$ cat config.mk
export PLATFORM = sky130hd
export DESIGN_NAME = sqrt_share_arb
export DESIGN_NICKNAME = d
export VERILOG_FILES = /design/src/rtl/sqrt_share_arb.sv
export SDC_FILE = /design/constraint.sdc
export NUM_CORES = 1
export LEC_CHECK = 0
export ABC_AREA = 1
export BUFFER_PORTS_ARGS = -buffer_cell sky130_fd_sc_hd__buf_2
export CORE_MARGIN = 8
export CORE_UTILIZATION = 35
export DETAILED_ROUTE_END_ITERATION = 10
export GPL_TIMING_DRIVEN = 0
export HOLD_SLACK_MARGIN = 0.12
export PLACE_DENSITY = 0.67
export SLEW_MARGIN = 30
export SYNTH_ARGS = -nofsm -noshare
export SYNTH_HDL_FRONTEND = slang
export SYNTH_SLANG_ARGS = --single-unit
$ cat constraint.sdc
create_clock -name clk -period 3.3 [get_ports clk]
set_input_delay 0.99 -clock clk [delete_from_list [all_inputs] [get_ports clk]]
set_output_delay 0.99 -clock clk [all_outputs]
set_load 0.005 [all_outputs]
$ cat src/rtl/sqrt_share_arb.sv
// sqrt_share_arb: round-robin arbiter/sequencer sharing one square_root unit
// between NUM_REQ measurement paths, with a watchdog that recovers the unit.
//
// Ports:
//   clk, rst_n      clock, asynchronous active-low reset
//   clr_i           synchronous abort and clear
//   req_i           level request per requester
//   req_data_i      packed operands, requester k at [k*OP_W +: OP_W]
//   gnt_o           one-hot grant pulse when the operand is captured
//   res_o           result, qualified by res_valid_o
//   res_valid_o     one-hot result pulse to the granted requester
//   res_err_o       result is a timeout abort (res_o = 0)
//   busy_o          high whenever not idle
//   sqrt_din_o      operand to square_root
//   sqrt_start_o    start pulse to square_root
//   sqrt_clr_o      clear to square_root
//   sqrt_dout_i     square_root result
//   sqrt_done_i     square_root result-valid pulse
module sqrt_share_arb #(
  parameter int unsigned NUM_REQ     = 4,
  parameter int unsigned DATA_W      = 16,
  parameter int unsigned BUF_BIT_W   = 8,
  parameter int unsigned TIMEOUT_CYC = 1024
) (
  input  logic                                          clk,
  input  logic                                          rst_n,
  input  logic                                          clr_i,
  input  logic [NUM_REQ-1:0]                            req_i,
  input  logic [NUM_REQ*(2*DATA_W+BUF_BIT_W)-1:0]       req_data_i,
  output logic [NUM_REQ-1:0]                            gnt_o,
  output logic [DATA_W-1:0]                             res_o,
  output logic [NUM_REQ-1:0]                            res_valid_o,
  output logic                                          res_err_o,
  output logic                                          busy_o,
  output logic [2*DATA_W+BUF_BIT_W-1:0]                 sqrt_din_o,
  output logic                                          sqrt_start_o,
  output logic                                          sqrt_clr_o,
  input  logic [DATA_W-1:0]                             sqrt_dout_i,
  input  logic                                          sqrt_done_i
);

  localparam int unsigned OP_W  = 2*DATA_W + BUF_BIT_W;
  localparam int unsigned IDX_W = (NUM_REQ > 1) ? $clog2(NUM_REQ) : 1;
  localparam int unsigned CNT_W = $clog2(TIMEOUT_CYC + 1);

  localparam logic [2:0] S_IDLE    = 3'd0;
  localparam logic [2:0] S_GRANT   = 3'd1;
  localparam logic [2:0] S_WAIT    = 3'd2;
  localparam logic [2:0] S_RETURN  = 3'd3;
  localparam logic [2:0] S_RECOVER = 3'd4;

  logic [2:0]         state_q, state_d;
  logic [IDX_W-1:0]   ptr_q, ptr_d;
  logic [IDX_W-1:0]   win_q, win_d;
  logic [CNT_W-1:0]   cnt_q, cnt_d;

  logic [NUM_REQ-1:0] gnt_d;
  logic [DATA_W-1:0]  res_d;
  logic [NUM_REQ-1:0] res_valid_d;
  logic               res_err_d;
  logic               busy_d;
  logic [OP_W-1:0]    din_d;
  logic               start_d;
  logic               sqrt_clr_d;

  logic               found;
  logic [IDX_W-1:0]   sel;
  int                 scan_idx;

  // Unpack operands so the winner can be selected by index
  logic [OP_W-1:0] op_arr [NUM_REQ];
  for (genvar g = 0; g < int'(NUM_REQ); g++) begin : g_unpack
    assign op_arr[g] = req_data_i[g*OP_W +: OP_W];
  end

  // State and output registers
  always_ff @(posedge clk or negedge rst_n) begin
    if (!rst_n) begin
      state_q      <= S_IDLE;
      ptr_q        <= '0;
      win_q        <= '0;
      cnt_q        <= '0;
      gnt_o        <= '0;
      res_o        <= '0;
      res_valid_o  <= '0;
      res_err_o    <= 1'b0;
      busy_o       <= 1'b0;
      sqrt_din_o   <= '0;
      sqrt_start_o <= 1'b0;
      sqrt_clr_o   <= 1'b0;
    end else begin
      state_q      <= state_d;
      ptr_q        <= ptr_d;
      win_q        <= win_d;
      cnt_q        <= cnt_d;
      gnt_o        <= gnt_d;
      res_o        <= res_d;
      res_valid_o  <= res_valid_d;
      res_err_o    <= res_err_d;
      busy_o       <= busy_d;
      sqrt_din_o   <= din_d;
      sqrt_start_o <= start_d;
      sqrt_clr_o   <= sqrt_clr_d;
    end
  end

  // Next-state and next-output logic
  always_comb begin
    state_d     = state_q;
    ptr_d       = ptr_q;
    win_d       = win_q;
    cnt_d       = cnt_q;
    gnt_d       = '0;
    res_d       = res_o;
    res_valid_d = '0;
    res_err_d   = 1'b0;
    din_d       = sqrt_din_o;
    start_d     = 1'b0;
    sqrt_clr_d  = 1'b0;
    found       = 1'b0;
    sel         = '0;
    scan_idx    = 0;

    // Round-robin scan starting at ptr
    for (int i = 0; i < int'(NUM_REQ); i++) begin
      scan_idx = (int'(ptr_q) + i) % int'(NUM_REQ);
      if (!found && req_i[IDX_W'(scan_idx)]) begin
        found = 1'b1;
        sel   = IDX_W'(scan_idx);
      end
    end

    case (state_q)
      S_IDLE: begin
        if (found) begin
          state_d = S_GRANT;
          win_d   = sel;
          din_d   = op_arr[sel];
          gnt_d   = NUM_REQ'(1) << sel;
          start_d = 1'b1;
          ptr_d   = (sel == IDX_W'(NUM_REQ - 1)) ? '0 : sel + IDX_W'(1);
        end
      end
      S_GRANT: begin
        state_d = S_WAIT;
        cnt_d   = '0;
      end
      S_WAIT: begin
        if (cnt_q != CNT_W'(TIMEOUT_CYC)) begin
          cnt_d = cnt_q + CNT_W'(1);
        end
        // Completion wins over the watchdog on the same cycle
        if (sqrt_done_i) begin
          state_d     = S_RETURN;
          res_d       = sqrt_dout_i;
          res_valid_d = NUM_REQ'(1) << win_q;
        end else if (cnt_q == CNT_W'(TIMEOUT_CYC - 1)) begin
          state_d     = S_RECOVER;
          res_d       = '0;
          res_valid_d = NUM_REQ'(1) << win_q;
          res_err_d   = 1'b1;
          sqrt_clr_d  = 1'b1;
        end
      end
      S_RETURN:  state_d = S_IDLE;
      S_RECOVER: state_d = S_IDLE;
      default:   state_d = S_IDLE;
    endcase

    // Abort: drop any in-flight operation without reporting it
    if (clr_i) begin
      state_d     = S_IDLE;
      ptr_d       = '0;
      cnt_d       = '0;
      gnt_d       = '0;
      res_d       = res_o;
      res_valid_d = '0;
      res_err_d   = 1'b0;
      din_d       = sqrt_din_o;
      start_d     = 1'b0;
      sqrt_clr_d  = 1'b1;
    end

    busy_d = (state_d != S_IDLE);
  end

endmodule

==> After elaboration in Yosys (flattened, before gate mapping) <==
Index checks and enable logic that the tools add are counted.
W data, S select, Z words.
{ "classes": {"addsub": 5, "mul": 0, "div_mod_pow": 0, "magnitude_cmp": 5, "n_eq_ne": 6, "shift": 2, "mux": 52, "bitwise": 2, "reduce_logical": 17} }
{ "op_table": {"columns": ["cell", "count"], "rows": [
  ["$bmux W40 S2", 1],
  ["$mux W40", 2],
  ["$mux W16", 2],
  ["$mux W4", 7],
  ["$mux W11", 2],
  ["$pmux W11 S2", 1],
  ["$mux W1", 20],
  ["$lt A2 B4 Y1 const B", 4],
  ["$mux W2", 8],
  ["$mux W3", 4],
  ["$add A11 B1 Y11 const B", 1],
  ["$eq A11 B10 Y1 const B", 1],
  ["$ne A11 B11 Y1 const B", 1],
  ["$pmux W3 S3", 1],
  ["$bmux W1 S2", 4],
  ["$shl A1 B2 Y4 const A", 2],
  ["$reduce_and A2 Y1", 3],
  ["$reduce_and A3 Y1", 2],
  ["$reduce_bool A2 Y1", 3],
  ["$reduce_bool A3 Y1", 2],
  ["$add A2 B1 Y2 const B", 2],
  ["$add A2 B2 Y2 const B", 2],
  ["$eq A3 B1 Y1 const B", 1],
  ["$eq A3 B2 Y1 const B", 1],
  ["8 further kinds", 12]
]} }
{ "totals": {"regBits": 86, "latchBits": 0, "ramBits": 0, "rom_bits": 0, "inputBits": 184, "output_inout_bits": 68, "wordCells": 101, "memories": 0} }

==> Depth between registers and ports, before layout <==
Gate-level depths: netlist of the first run.
{ "logic_depth": {"ltp_word": 18, "mapped_depth": 17, "mapped_depth_nobuf": 14} }

==> Worst setup path after synthesis of the first run <==
OpenSTA, ideal clock, no wires.
{ "synth_timing": {"path_type": "input port to flip-flop", "start": "input port req_i[3]", "end": "register ptr_q[1]", "setup_ps": 126, "arrival_ps": 2420, "required_time_ps": 3174, "path_slack_ps": 754, "cell_stages": 13, "path_buffers": 2, "path_cell_list": "inv_1 -> nand2_1 -> nand3_1 -> nand2_1 -> nor2_4 -> nand3_2 -> nand3_2 -> buf_6 -> buf_6 -> inv_1 -> ha_1 -> nand2_1 -> o21ai_0"} }
{ "synth_between": {"elab_chain_cells": 18, "word_cells_on_any_way": 34, "classes_between": "add/sub: 1; eq/ne: 1; mux: 24; reduce/logical: 8"} }
{ "synth_rtl": {"columns": ["item", "line_no", "text"], "rows": [
  ["from (decl)", "28", "input logic [NUM_REQ-1:0] req_i,"],
  ["$bmux W1 S2", "127", "if (!found && req_i[IDX_W'(scan_idx)]) begin"],
  ["$mux W1 (implied by the code) (2 in a row)", "127", null],
  ["$mux W1", "127", null],
  ["$logic_not A1 Y1", "127", null],
  ["$logic_and A1 B1 Y1", "127", null],
  ["$mux W1", "127", null],
  ["$logic_not A1 Y1", "127", null],
  ["$logic_and A1 B1 Y1", "127", null],
  ["(+2 left out)", null, null],
  ["$logic_and A1 B1 Y1", "127", null],
  ["$mux W2 *", "127", null],
  ["named net sel[0]", "67", "logic [IDX_W-1:0] sel;"],
  ["$add A2 B1 Y2 or $eq A2 B2 Y1 (tied branches)", "141", "ptr_d = (sel == IDX_W'(NUM_REQ - 1)) ? '0 : sel + IDX_W'(1);"],
  ["$mux W2 *", "141", null],
  ["$mux W2 *", "135", "if (found) begin"],
  ["$mux W2 *", "133", "case (state_q)"],
  ["$mux W2 *", "171", "if (clr_i) begin"],
  ["to (signal assigned)", "93", "ptr_q <= ptr_d;"],
  ["to (decl)", "53", "logic [IDX_W-1:0] ptr_q, ptr_d;"]
]} }
The timed path passes the listed nets; every way through them passes the cells marked *. The select of a mux whose other input is x is not followed.
A chain may end at the register's enable or synchronous reset.

==> Final worst setup path of the first run <==
Same ends and word-level chain as after synthesis.

==> summary.txt, run 1 <==
Run status
  – Status: finished, final reports clean

Flow run
  – Max_cap viols: 0

Power
  – VDD IR max: roughly 330 uV
  – Power per cell area: 868 nW/um^2
  – Post-layout power: 6.77 mW
  – Leakage power: 4.88 nW

Floorplan
  – Chip height: 146 um
  – Die W: 146 um
  – Initial Util: a little over a third
  – FP Rows: 47
  – Ports: between 200 and 300
  – Die ar.: 21500 um^2
  – Core box area: 16600 um^2

Worst setup path
  – WP data arrival: 2.93 ns
  – Critical Path Start: req_i[3]
  – Crit path kind: in2reg
  – R2R setup slack: 0.79 ns
  – Critical Path End Type: register
  – CP Launch Type: input port
  – Critical Path RT: 3.52 ns
  – Worst-path fanout max: 11
  – Reg-to-reg startpoint: ptr_q[0]$_DFFE_PN0P_

Synthesis
  – Synth Net Count: ~1100
  – Synth warn: 0
  – Cell variety after synth: 25
  – Main area contributors after synthesis: dfrtp_1, nand2_1, inv_1
  – Synth top area share: around 36%
  – Cell taking the most area after synthesis: dfrtp_1
  – Seq/Total Area, Yosys: 36.1%
  – Register bit count reported by yosys: 86
  – Mapped cell area: approximately 6000 um^2
  – Synthesized area per cell: 6.32 um^2
  – Cell count after synthesis: 942

Final layout
  – FILL cells: 1797
  – Fraction of layout instances using a drive strength above 1: 25.2%
  – Multi-input gate area: ~2700 um^2
  – Nets: 1394
  – Register area: around 2200 um^2
  – Area grow syn2layout: 31.0%
  – Antenna Cells: 0

STA
  – Slew Viols, Final: 0
  – Final Setup Violations: 0
  – Min setup slack post-route: 0.587 ns
  – Endpoints failing hold: 0
  – Worst Max-Slew Pin Slew: just over 0.6 ns
  – RSZ-0062 raised after global routing: no
  – Period utilization: just over 80%
  – Min Tclk post-route: 2.71 ns
  – Final Skew: 0.0101 ns
  – TNS Setup: 0 ns
  – Worst relative slew slack: 59.1%
  – Fmax: ~370 MHz
  – Hold_ws: about 0.47 ns

Clocking
  – Post-CTS Setup Repair Bufs: 0
  – Reg clk slew, reported paths: 0.07 ns
  – Root buf cell: clkbuf_16
  – Clock latency on the worst-skew pair: between 0.3 and 0.4 ns
  – # hold bufs at CTS: 0
  – Longest Clk Path Bufs: 2
  – CTS Buf Count: 9
  – CTS tree: built
  – H-tree levels: 3
  – Post-CTS sizing: 0
  – Clk sinks: 86

Route
  – Detailed router's first-iteration violation count: approximately 360
  – Post-route DRC: 0
  – WL/cell: 14.5 um
  – DR vias: 6707
  – DRT Pass-1 Iters: 5
  – Total wire length: 20700 um
  – Vias per inst: 4.69
  – Antenna viol nets, final: 0

Place
  – I/O Buffers: 250
  – HPWL Detailed: roughly 16000 um
  – Worst slack, placed: around 0.21 ns
  – Placer Congestion: 0.877

Global routing
  – Pin count of the biggest net entering global routing: 45
  – Initial antenna violation count: 2
  – GRT Overall Usage: 19.3%
  – Vias in the first global route: 6704
  – Overflow after GRT: 0
  – First-pass GRT wire length: 33800 um

Min path
  – Hold path startpoint: res_o[6]$_DFFE_PN0P_
  – Hold Crit Class: reg2reg
-- metal layers --
metal | vias to the layer above | routed length [um] | share of wire [%] | global-route usage [%]
met5 | - | 23 | 0.11 | 0
met3 | 38 | 1580 | 7.6 | 5.72
met4 | 4 | 478 | 2.3 | 6.70
li1 | 3429 | - | - | -
met1 | 2950 | 9050 | 44 | 23.6
met2 | 286 | 9560 | 46 | 31.5
-- cells in the mapped netlist --
| library cell | instances |
|---|---|
| nand2_1 | 339 |
| inv_1 | 197 |
| nand3_1 | 107 |
| dfrtp_1 | 86 |
| nand4_1 | 83 |
| clkbuf_1 | 27 |
| nor2_1 | 22 |
| buf_2 | 17 |
| o21ai_0 | 10 |
| buf_6 | 9 |
| nor3_1 | 8 |
| a21oi_1 | 6 |
| ha_1 | 6 |
| buf_1 | 4 |
| nand3_2 | 4 |
| xor2_1 | 3 |
| a31oi_1 | 2 |
| inv_2 | 2 |
| nand2_2 | 2 |
| nor2_4 | 2 |
| o22ai_1 | 2 |
| inv_4 | 1 |
| nor2_2 | 1 |
| nor4_1 | 1 |
| o21ai_1 | 1 |
-- sequential cells by signal, summed over array words and instances, names as in the netlist --
name,cells
busy_o,1
cnt_q,11
gnt_o,4
ptr_q,2
res_err_o,1
res_o,16
res_valid_o,4
sqrt_clr_o,1
sqrt_din_o,40
sqrt_start_o,1
state_q,3
win_q,2
-- where the power goes --
part           internal (mW)  switching [mW]
Sequential              1.45           0.213
Clock                  0.533           0.425
Combinational           1.51            2.64
Total                   3.49            3.28
-- cells by family after synthesis --
| family | Yosys count | share of synthesized area, % |
|---|---|---|
| and+or+nand+nor | 569 | 42.6 |
| AOI/OAI and AO/OA | 21 | 1.85 |
| adders and majority gates | 6 | 1.26 |
| xor gates and xnor gates | 3 | 0.441 |
| buffers and inverters | 257 | 17.7 |
| DFF | 86 | 36.1 |
-- worst paths after layout --
kind                                               to  depth (start not counted)
min in group asynchronous  sqrt_din_o[35]$_DFFE_PN0P_                          1
min reg2reg                      res_o[6]$_DFFE_PN0P_                          2
min                              res_o[6]$_DFFE_PN0P_                          2
max reg2reg                      ptr_q[1]$_DFFE_PN0P_                         14
max in group asynchronous  sqrt_din_o[17]$_DFFE_PN0P_                          2
max                              ptr_q[1]$_DFFE_PN0P_                         14
-- worst max-delay path: stages --
cell and delay (ns):
buf_2 0.11, inv_1 0.06, nand2_1 0.07, nand3_1 0.11
nand2_1 0.11, nor2_4 0.16, nand3_2 0.28, nand3_2 0.19
buf_6 0.18, buf_6 0.17, inv_1 0.07, ha_1 0.29
nand2_1 0.07, o21ai_0 0.08
-- cell usage in the layout (no fill, tap or decap) --
master / netlist / routed
inv_4: 1 / 1
ha_1: 6 / 6
inv_6: 0 / 1
inv_2: 2 / 2
buf_2: 17 / 266
clkbuf_1: 27 / 27
dfrtp_1: 86 / 86
buf_1: 4 / 4
a31oi_1: 2 / 2
a21oi_1: 6 / 6
nand4_1: 83 / 83
nor3_1: 8 / 8
o21ai_1: 1 / 1
inv_1: 197 / 197
xor2_1: 3 / 3
nor4_1: 1 / 1
buf_16: 0 / 1
clkbuf_16: 0 / 9
nand2_2: 2 / 2
clkinvlp_4: 0 / 3
nor2_4: 2 / 2
nand2_1: 339 / 339
clkbuf_8: 0 / 1
clkinv_2: 0 / 1
nand3_2: 4 / 4
nor2_2: 1 / 1
nand3_1: 107 / 107
nor2_1: 22 / 22
o22ai_1: 2 / 2
buf_6: 9 / 10
o21ai_0: 10 / 10
clkinv_4: 0 / 1
-- cell type report --
class,count,share of cell area (%)
clock buffers,10,3.06
clock inverters,6,0.577
repair buffers,251,16.5
well taps,220,3.53
flip-flops and latches,86,27.6
plain buffers,57,3.88
multi-input cells,599,35.2
inverters,200,9.66
-- through the flow --
step	std cells	utilization, %	cell area (um^2)
final	1429	46.9	7800
after global routing	1429	46.9	7800
after CTS	1429	46.9	7800
after detailed placement	1413	45.2	7520
after global placement	1412	45.0	7480
after floorplan	942	-	5960
Note: power is estimated with default switching activity, not from simulation.
==> inputs of run 2 (changes only) <==
--- a/config.mk
+++ b/config.mk
@@ -12,7 +12,7 @@
 export DETAILED_ROUTE_END_ITERATION = 10
 export GPL_TIMING_DRIVEN = 0
 export HOLD_SLACK_MARGIN = 0.12
-export PLACE_DENSITY = 0.67
+export PLACE_DENSITY = 0.69
 export SLEW_MARGIN = 30
 export SYNTH_ARGS = -nofsm -noshare
 export SYNTH_HDL_FRONTEND = slang
==> constraint.sdc (replaced) <==
create_clock -name clk -period 2.4 [get_ports clk]
set_input_delay 0.72 -clock clk [delete_from_list [all_inputs] [get_ports clk]]
set_output_delay 0.72 -clock clk [all_outputs]
set_load 0.005 [all_outputs]
==> run 2 against run 1 <==
  * Non-clock buffer count is 10 higher
  * Largest cell class unchanged
  * First-iteration DRC count grew 2.8%
  * Clock-buffer cell count decreased by 1
==> summary.txt, run 2 (synthesized netlist as in run 1, its figures left out) <==
Run status
  – Status: finished, final reports clean (unchanged)

Floorplan
  – Core box area: 16600 um^2 (unchanged)
  – Chip height: 146 um (unchanged)
  – FP Rows: 47 (unchanged)
  – Initial Util: 35.8% (unchanged)
  – Die W: 146 um (unchanged)
  – Ports: 252 (unchanged)
  – Die ar.: 21500 um^2 (unchanged)

Route
  – Post-route DRC: 0 (unchanged)
  – Antenna viol nets, final: 0 (unchanged)
  – DR WL met2: 10000 um (was 9560 um)
  – Vias per inst: 4.74 (was 4.69)
  – DR vias: 6820 (was 6707)
  – Total wire length: 21000 um (was 20700 um)
  – Met3 wire len: 1470 um (was 1580 um)
  – DRT Pass-1 Iters: 5 (unchanged)
  – Met1 Wirelength: 9080 um (was 9050 um)
  – Highest metal used: met5 (unchanged)
  – WL/cell: 14.6 um (was 14.5 um)
  – Detailed router's first-iteration violation count: 367 (was 357)

STA
  – Fmax: 442 MHz
  – Worst Max-Slew Pin Slew: 0.546 ns (was 0.614 ns)
  – Final Setup Violations: 0 (unchanged)
  – Worst relative slew slack: 63.6% (was 59.1%)
  – Slew Viols, Final: 0 (unchanged)
  – Period utilization: 94.4%
  – Final Skew: 0.00640 ns (was 0.0101 ns)
  – Hold_ws: 0.280 ns (was 0.466 ns)
  – Endpoints failing hold: 0 (unchanged)
  – Min Tclk post-route: 2.26 ns

Clocking
  – Root buf cell: clkbuf_16 (unchanged)
  – H-tree levels: 3 (unchanged)
  – CTS Buf Count: 9 (unchanged)
  – CTS tree: built (unchanged)
  – Reg clk slew, reported paths: 0.07 ns (about the same)
  – Clock latency on the worst-skew pair: 0.34 ns (about the same)
  – # hold bufs at CTS: 0 (unchanged)
  – Longest Clk Path Bufs: 2 (unchanged)
  – Clk sinks: 86 (unchanged)

Power
  – Power per cell area: 1220 nW/um^2 (was 868 nW/um^2)
  – Post-layout power: 9.82 mW (was 6.77 mW)
  – Clk pwr share: 15.4% (was 14.1%)
  – Sequential Power Share: 23.2% (was 24.5%)
  – Leakage power: 5.00 nW (was 4.88 nW)
  – Combinational power share: 61.4% (was 61.3%)
  – Switch share: 47.2% (was 48.5%)
  – Int Pwr: 5.18 mW (was 3.49 mW)
  – VDD IR max: 492 uV (was 332 uV)
  – Psw: 4.64 mW (was 3.28 mW)

Final layout
  – Fraction of layout instances using a drive strength above 1: 27.3% (was 25.2%)
  – Final core area utilization: 48.2% (was 46.9%)
  – Max reg flops: 40 (unchanged)
  – FILL cells: 1783 (was 1797)
  – Largest Register: sqrt_din_o (unchanged)
  – Commonest non-fill, non-tap cell in the layout: nand2_1 (unchanged)
  – Biggest regs: sqrt_din_o (40), res_o (16), cnt_q (11) (unchanged)
  – Area grow syn2layout: 34.6% (was 31.0%)
  – Nets: 1405 (was 1394)
  – Finished Cell Area: 8020 um^2 (was 7800 um^2)
  – Most frequent cells in the layout: nand2_1, buf_2, inv_1 (unchanged)
  – Antenna Cells: 0 (unchanged)

Worst setup path
  – Critical Path RT: 2.68 ns (was 3.52 ns)
  – Worst-path fanout max: 10 (was 11)
  – Reg-to-reg startpoint: ptr_q[0]$_DFFE_PN0P_ (unchanged)
  – Critical Path End Type: register (unchanged)
  – R2R setup slack: 0.14 ns (was 0.79 ns)
  – R2R Path End: sqrt_din_o[3]$_DFFE_PN0P_ (was ptr_q[1]$_DFFE_PN0P_)
  – CP Launch Type: register (was input port)
  – Buffers and inverters on the worst path: 5 (unchanged)
  – FF-to-FF path depth: 15 (was 14)
  – Slowest-stage cell, CP: dfrtp_1 (was ha_1)
  – Top delay family on crit path: simple AND/OR/NAND/NOR gates (unchanged)
  – WP data arrival: 2.54 ns (was 2.93 ns)
  – Crit path kind: reg2reg (was in2reg)
  – Crit path largest cell delay: 0.38 ns (was 0.29 ns)
  – CP dominant cell by count: nand2_1 (unchanged)
  – CP cell instances: buf_6 > inv_6 > nand2_1 > nand3_1 > nand2_1 > nor2_4 > nand3_4 > buf_4 > buf_4 > clkbuf_2 > nand4_1 > nand3_1 > nand2_1 > nand2_1 > nand2_1 (was buf_2 > inv_1 > nand2_1 > nand3_1 > nand2_1 > nor2_4 > nand3_2 > nand3_2 > buf_6 > buf_6 > inv_1 > ha_1 > nand2_1 > o21ai_0)

Global routing
  – Vias in the first global route: 6802 (was 6704)
  – Initial antenna violation count: 1 (was 2)
  – Overflow after GRT: 0 (unchanged)
  – First-pass GRT wire length: 33400 um (was 33800 um)
  – GRT Overall Usage: 19.0% (was 19.3%)
  – Pin count of the biggest net entering global routing: 51 (was 45)

Place
  – Area after DPL: 7520 um^2 (unchanged)
  – I/O Buffers: 250 (unchanged)
  – Placer Congestion: 0.847 (was 0.877)
  – HPWL Detailed: 16100 um (about the same)

Flow run
  – Max_cap viols: 0 (unchanged)

Min path
  – Hold Crit Class: in2async (was reg2reg)
==> run 2: worst max-delay path by stage <==
stage | startpoint | to | slack [ns] | cells past startpoint
global placement | req_i[3] | ptr_q[1]$_DFFE_PN0P_ | -0.38 | 14
CTS | ptr_q[0]$_DFFE_PN0P_ | ptr_q[1]$_DFFE_PN0P_ | 0.02 | 16
finish | ptr_q[0]$_DFFE_PN0P_ | sqrt_din_o[3]$_DFFE_PN0P_ | 0.14 | 15
floorplan | req_i[3] | ptr_q[1]$_DFFE_PN0P_ | 0.12 | 13
global route | ptr_q[0]$_DFFE_PN0P_ | sqrt_din_o[32]$_DFFE_PN0P_ | -0.002 | 15
detailed placement | req_i[3] | ptr_q[1]$_DFFE_PN0P_ | -0.43 | 14
==> run 2: power by group through the flow <==
stage          Sequential [mW]  Clock (mW)  Combinational [mW]
2_1_floorplan             2.31           0                3.79
3_3_place_gp              2.29           0                5.64
3_5_place_dp              2.29           0                5.73
4_1_cts                   2.28        1.54                5.79
5_1_grt                   2.34        1.62                6.79
6_report                  2.28        1.51                6.03
==> run 2: what timing repair did <==
item                       in CTS  in global routing
resized for setup               3                 38
pin swaps                       1                  5
cloned                          0                  1
setup endpoints to repair      42                 61
setup buffers                   3                  8
==> run 2: stage by stage <==
| stage | std cells | setup slack (ns) | TNS [ns] |
|---|---|---|---|
| finish | 1439 | 0.135 | 0 |
| CTS | 1431 | 0.0245 | 0 |
| global placement | 1412 | -0.379 | -25.26 |
| floorplan | 942 | 0.124 | 0 |
| global route | 1439 | -0.00205 | -0.00205 |
| detailed placement | 1413 | -0.426 | -13.37 |
==> run 2: metal layers <==
| metal | up-vias | global-route usage, % |
|---|---|---|
| met4 | 2 | 4.95 |
| met5 | - | 0 |
| met2 | 287 | 32.7 |
| li1 | 3463 | - |
| met1 | 3036 | 22.5 |
| met3 | 32 | 5.69 |
==> run 2: area by class of cell <==
class                   instances  area, um^2  share of cell area (%)
plain buffers                  56         335                    4.18
clock buffers                   9         225                    2.81
clock inverters                 6        93.8                    1.17
inverters                     200         758                    9.46
multi-input cells             600        2810                    35.0
flip-flops and latches         86        2150                    26.8
well taps                     220         275                    3.43
repair buffers                262        1370                    17.1
